[src/rtl/multicycle_ctrl.sv]
// multicycle_ctrl: control FSM for a multicycle RV32-subset datapath.
//   Each instruction walks IDLE -> FETCH -> DECODE -> EXEC -> (MEM) -> (WB),
//   then retires back to FETCH (run=1) or IDLE (run=0).
// Ports:
//   clk, rst_n              clock, async active-low reset
//   run                     permit to start / continue fetching
//   opcode, zero            instruction[6:0] from IR, ALU zero flag
//   imem_ready, dmem_ready  memory handshakes for FETCH / MEM
//   imem_req .. alu_src     datapath strobes / selects
//   alu_op                  ALUOp for the ALU control block
//   state                   current FSM state
//   busy, illegal, timeout  status; illegal/timeout are sticky
//   retired                 completed-instruction count (wraps)
module multicycle_ctrl #(
  parameter int TIMEOUT = 15
) (
  input  logic        clk,
  input  logic        rst_n,
  input  logic        run,
  input  logic [6:0]  opcode,
  input  logic        zero,
  input  logic        imem_ready,
  input  logic        dmem_ready,
  output logic        imem_req,
  output logic        ir_write,
  output logic        pc_write,
  output logic        pc_src,
  output logic        mem_read,
  output logic        mem_write,
  output logic        reg_write,
  output logic        mem_to_reg,
  output logic        alu_src,
  output logic [1:0]  alu_op,
  output logic [2:0]  state,
  output logic        busy,
  output logic        illegal,
  output logic        timeout,
  output logic [31:0] retired
);

  localparam int CW = (TIMEOUT < 1) ? 1 : $clog2(TIMEOUT + 1);

  typedef enum logic [2:0] {
    S_IDLE   = 3'd0,
    S_FETCH  = 3'd1,
    S_DECODE = 3'd2,
    S_EXEC   = 3'd3,
    S_MEM    = 3'd4,
    S_WB     = 3'd5,
    S_HALT   = 3'd6,
    S_BAD    = 3'd7
  } state_t;

  state_t        state_q, state_d;
  logic [CW-1:0] cnt_q, cnt_d;
  logic [31:0]   retired_q, retired_d;
  logic          illegal_q, illegal_d;
  logic          timeout_q, timeout_d;

  logic          is_r, is_i, is_ld, is_sd, is_beq, is_legal;
  logic          retire;
  logic          in_instr;
  logic [CW-1:0] cnt_inc;
  logic          wait_expired;

  assign is_r     = (opcode == 7'b0110011);
  assign is_i     = (opcode == 7'b0010011);
  assign is_ld    = (opcode == 7'b0000011);
  assign is_sd    = (opcode == 7'b0100011);
  assign is_beq   = (opcode == 7'b1100011);
  assign is_legal = is_r | is_i | is_ld | is_sd | is_beq;

  // The wait that makes the count reach TIMEOUT is the last one tolerated:
  // a ready in that cycle still completes, a not-ready halts.
  assign cnt_inc      = cnt_q + 1'b1;
  assign wait_expired = (cnt_inc == CW'(TIMEOUT));

  assign in_instr = (state_q == S_EXEC) || (state_q == S_MEM) || (state_q == S_WB);

  always_comb begin
    state_d    = state_q;
    cnt_d      = cnt_q;
    retired_d  = retired_q;
    illegal_d  = illegal_q;
    timeout_d  = timeout_q;
    retire     = 1'b0;
    imem_req   = 1'b0;
    ir_write   = 1'b0;
    pc_write   = 1'b0;
    pc_src     = 1'b0;
    mem_read   = 1'b0;
    mem_write  = 1'b0;
    reg_write  = 1'b0;
    mem_to_reg = 1'b0;
    alu_src    = 1'b0;
    alu_op     = 2'b00;

    // ALU controls depend only on the instruction class while it executes
    if (in_instr) begin
      alu_src = is_i | is_ld | is_sd;
      if (is_beq)           alu_op = 2'b01;
      else if (is_r | is_i) alu_op = 2'b10;
    end

    unique case (state_q)
      S_IDLE: if (run) state_d = S_FETCH;
      S_FETCH: begin
        imem_req = 1'b1;
        if (imem_ready) begin
          ir_write = 1'b1;
          state_d  = S_DECODE;
        end else if (wait_expired) begin
          state_d   = S_HALT;
          timeout_d = 1'b1;
        end else begin
          cnt_d = cnt_inc;
        end
      end
      S_DECODE: begin
        if (!is_legal) begin
          state_d   = S_HALT;
          illegal_d = 1'b1;
        end else begin
          state_d = S_EXEC;
        end
      end
      S_EXEC: begin
        if (is_beq) begin
          pc_write = 1'b1;
          pc_src   = zero;
          retire   = 1'b1;
        end else if (is_ld | is_sd) begin
          state_d = S_MEM;
        end else begin
          state_d = S_WB;
        end
      end
      S_MEM: begin
        mem_read  = is_ld;
        mem_write = is_sd;
        if (dmem_ready) begin
          if (is_sd) begin
            pc_write = 1'b1;
            retire   = 1'b1;
          end else begin
            state_d = S_WB;
          end
        end else if (wait_expired) begin
          state_d   = S_HALT;
          timeout_d = 1'b1;
        end else begin
          cnt_d = cnt_inc;
        end
      end
      S_WB: begin
        reg_write  = 1'b1;
        mem_to_reg = is_ld;
        pc_write   = 1'b1;
        retire     = 1'b1;
      end
      S_HALT: state_d = S_HALT;
      default: state_d = S_HALT;
    endcase

    if (retire) begin
      retired_d = retired_q + 32'd1;
      state_d   = run ? S_FETCH : S_IDLE;
    end

    // every state change starts a fresh wait window
    if (state_d != state_q) cnt_d = '0;
  end

  always_ff @(posedge clk or negedge rst_n) begin
    if (!rst_n) begin
      state_q   <= S_IDLE;
      cnt_q     <= '0;
      retired_q <= '0;
      illegal_q <= 1'b0;
      timeout_q <= 1'b0;
    end else begin
      state_q   <= state_d;
      cnt_q     <= cnt_d;
      retired_q <= retired_d;
      illegal_q <= illegal_d;
      timeout_q <= timeout_d;
    end
  end

  assign state   = state_q;
  assign busy    = (state_q != S_IDLE) && (state_q != S_HALT);
  assign illegal = illegal_q;
  assign timeout = timeout_q;
  assign retired = retired_q;

endmodule
[config.mk]
export PLATFORM = sky130hd
export DESIGN_NAME = multicycle_ctrl
export DESIGN_NICKNAME = d
export VERILOG_FILES = /design/src/rtl/multicycle_ctrl.sv
export SDC_FILE = /design/constraint.sdc
export NUM_CORES = 1
export LEC_CHECK = 0
export ABC_AREA = 0
export BUFFER_PORTS_ARGS = -buffer_cell sky130_fd_sc_hd__clkbuf_2
export CORE_ASPECT_RATIO = 2
export CORE_MARGIN = 4
export CORE_UTILIZATION = 50
export CTS_CLUSTER_SIZE = 8
export DETAILED_ROUTE_END_ITERATION = 10
export GPL_TIMING_DRIVEN = 0
export PLACE_DENSITY = 0.75
export SETUP_SLACK_MARGIN = 0.02
export SKIP_LAST_GASP = 1
export SLEW_MARGIN = 20
export SYNTH_ARGS = -nofsm -noshare
export SYNTH_HDL_FRONTEND = slang
export SYNTH_SLANG_ARGS = --single-unit
[constraint.sdc]
create_clock -name clk -period 3.2 [get_ports clk]
set_input_delay 0.16 -clock clk [delete_from_list [all_inputs] [get_ports clk]]
set_output_delay 0.16 -clock clk [all_outputs]
set_load 0.01 [all_outputs]
==> impl_metrics.tcl <==
set metrics [dict create \
    status "finished with violations" \
    violations "negative hold slack" \
    final.setup.tns_ns 0 \
    final_cell_area_um2 2870 \
    drive_gt1_frac 0.285 \
    area_growth_pct 19.1 \
    drtIter0Drc 75 \
    top_level_ports 62 \
    num_vias 2119 \
    required_ns 3.04 \
    clock_path_buffers 2 \
    wl_per_cell_um 16.5 \
    grt_pass1_wl_um 10300 \
    crit_type "reg2out" \
    slew_headroom 0.404 \
    htreeDepth 2 \
    avgSynthCellArea_um2 10.0 \
    rsz0062_at_grt "no" \
    hold_violations 32 \
    holdWs_ns -0.0228 \
    drv_cap 0 \
    p_per_area_nw_per_um2 612 \
    crit_buf_inv 3 \
    period_share 0.661 \
    grt_usage 0.215 \
    dieArea_um2 6060 \
    initial_core_util 0.519 \
    fillers 430 \
    dpl.hpwl_um 4520 \
    hold_path_class "in2async" \
    grt_max_degree 42 \
    use_met3 0.0352 \
    cp-end-kind "primary output" \
    ys_warn_count 0 \
    fin_skew_ns 0.00974 \
    synth_ff_type "dfrtp_1" \
    slowest_stage "dfrtp_1" \
    final_nets 324 \
    place_congestion 0.893 \
    syn_nets 256 \
    met1_usage 0.228 \
    ant_nets 0 \
    antenna_found_initial 0 \
    worstMarginPinSlew_ns 0.894 \
    numCtsBuffers 5 \
    use_met2 0.391 \
    synthArstFlopShare 1.00 \
    via_per_inst 5.82 \
    clock-root-buffer "clkbuf_8" \
    busiest_layer "met2" \
    fmaxAchievable_mhz 473 \
    crit_chain "buf_2 > and2b_1 > a41o_1 > a21oi_2 > inv_1 > clkbuf_2" \
    maxSlewViolCount 0 \
    layout_min_cycle_time_ns 2.11 \
    cts_resized 0 \
    netlist_area_um2 2410 \
    synth-seq-cells 41 \
    ir_drop_mv 0.395 \
    drc 0 \
    numPortBuffers 61 \
    path_clk_slew_ns 0.09 \
    grt_remaining_overflow 0 \
    core_um2 4640 \
    ctsHoldBuffers 0 \
    synth_edf_count 0 \
    cp_max_fo 9 \
    cp.arrival_ns 1.95 \
    routed_wirelength_um 6000 \
    grt_pass1_vias 2197 \
    die_w_um 57.1 \
    start_kind "register" \
    cts_tree "built" \
    num_rows 35 \
    clk_latency_ns 0.30 \
    dpl_cell_area_um2 2780 \
    cts.sinks 41 \
    power.leakage_nw 1.54 \
    diodes 0 \
    yosysSeqAreaShare 0.426 \
    setup_viol 0 \
    post_cts_buffers 0 \
    synth_cell_types 49 \
    die_h_um 106 \
    critPathTopFamily "buffers and inverters" \
    critPathMaxStageDelay_ns 0.38 \
    syn_inst 240 \
    first_pass_iters 4 \
]
[kinds of logic after synthesis]
family                   synth area share
AO/OA/AOI/OAI                      0.0810
XOR/XNOR                            0.120
adder cells (fa/ha/maj)            0.0156
buffers and inverters              0.0369
flip-flops                          0.426
multiplexers                       0.0171
AND/OR/NAND/NOR                     0.304
[layer usage]
metal | up-vias | wire (µm)
met5 | - | 0
met4 | 0 | 204
met3 | 20 | 310
met2 | 75 | 3260
met1 | 1015 | 2220
li1 | 1009 | -
[per-stage QoR]
step / power (mW) / hold slack (ns) / setup slack, ns / utilization / std cells
6_report: 1.76 / -0.0228 / 1.09 / 0.618 / 364
5_1_grt: 1.88 / 0.0487 / 0.925 / 0.618 / 364
4_1_cts: 1.77 / 0.0508 / 1.07 / 0.618 / 364
3_5_place_dp: 1.43 / 0.377 / 1.16 / 0.600 / 356
3_3_place_gp: 1.42 / 0.382 / 1.19 / 0.600 / 356
2_1_floorplan: 1.17 / -0.136 / 1.37 / - / 240
[cells in the mapped netlist (2+ instances only)]
cell type | number | share of area
buf_2 | 5 | 0.010
and3b_1 | 3 | 0.011
nand2_1 | 19 | 0.030
o21ai_0 | 3 | 0.0062
xor2_1 | 29 | 0.11
o2111ai_1 | 2 | 0.0073
nor4b_1 | 4 | 0.015
nor2_1 | 10 | 0.016
and4_1 | 2 | 0.0073
nor4_1 | 11 | 0.029
xnor2_1 | 4 | 0.015
mux2i_1 | 3 | 0.012
clkbuf_1 | 3 | 0.0047
or3b_2 | 2 | 0.0073
nor3_1 | 16 | 0.033
nor4_4 | 4 | 0.035
inv_1 | 7 | 0.011
nand4_1 | 10 | 0.026
a21oi_1 | 9 | 0.019
and2_1 | 2 | 0.0052
nand3_1 | 11 | 0.023
nor2b_1 | 5 | 0.013
buf_6 | 2 | 0.0093
ha_1 | 3 | 0.016
and3_1 | 3 | 0.0078
dfrtp_1 | 41 | 0.43
a21o_1 | 4 | 0.012
nand2b_1 | 2 | 0.0052
[sequential cells by signal, summed over array words and instances, names as in the netlist]
signal   count
cnt_q        4
illegal      1
retired     32
state        3
timeout      1
[final timing paths]
| path | from | slack [ns] | depth (start not counted) | to |
|---|---|---|---|---|
| max | state[1] | 1.09 | 6 | pc_write |
| min | rst_n | -0.02 | 1 | retired[22] |
| max reg2reg | state[1] | 1.16 | 7 | retired[17] |
| min reg2reg | timeout | 0.46 | 1 | timeout |
| max in group asynchronous | rst_n | 2.66 | 1 | retired[17] |
| min in group clk | run | 0.13 | 2 | state[0] |
[layout make-up]
class                      count  area (µm²)  share of cell area
multi-input combinational    181        1290               0.451
sequential                    41        1030               0.357
timing repair buffer          61         305               0.106
clock buffer                   5        68.8              0.0240
tap                           55        68.8              0.0240
buffer                        11        62.6              0.0218
inverter                       7        26.3             0.00915
clock inverter                 3        17.5             0.00610
[placed cells by master, fill, tap and decap left out, drive strengths merged, types with 5 or more instances in the layout]
cell and count:
buf 9, a21oi 10, nor4 15, clkbuf 68, nand3 11, nor4b 6
xor2 29, nor3 16, inv 7, nor2b 5, nand2 19, nor2 10
dfrtp 41, nand4 10
[power by group]
| part | internal, mW | leakage (nW) | switching, mW |
|---|---|---|---|
| logic | 0.272 | 0.946 | 0.493 |
| clock network | 0.151 | 0.0439 | 0.192 |
| registers | 0.582 | 0.549 | 0.0682 |
Power figures use the tool's default switching activity.
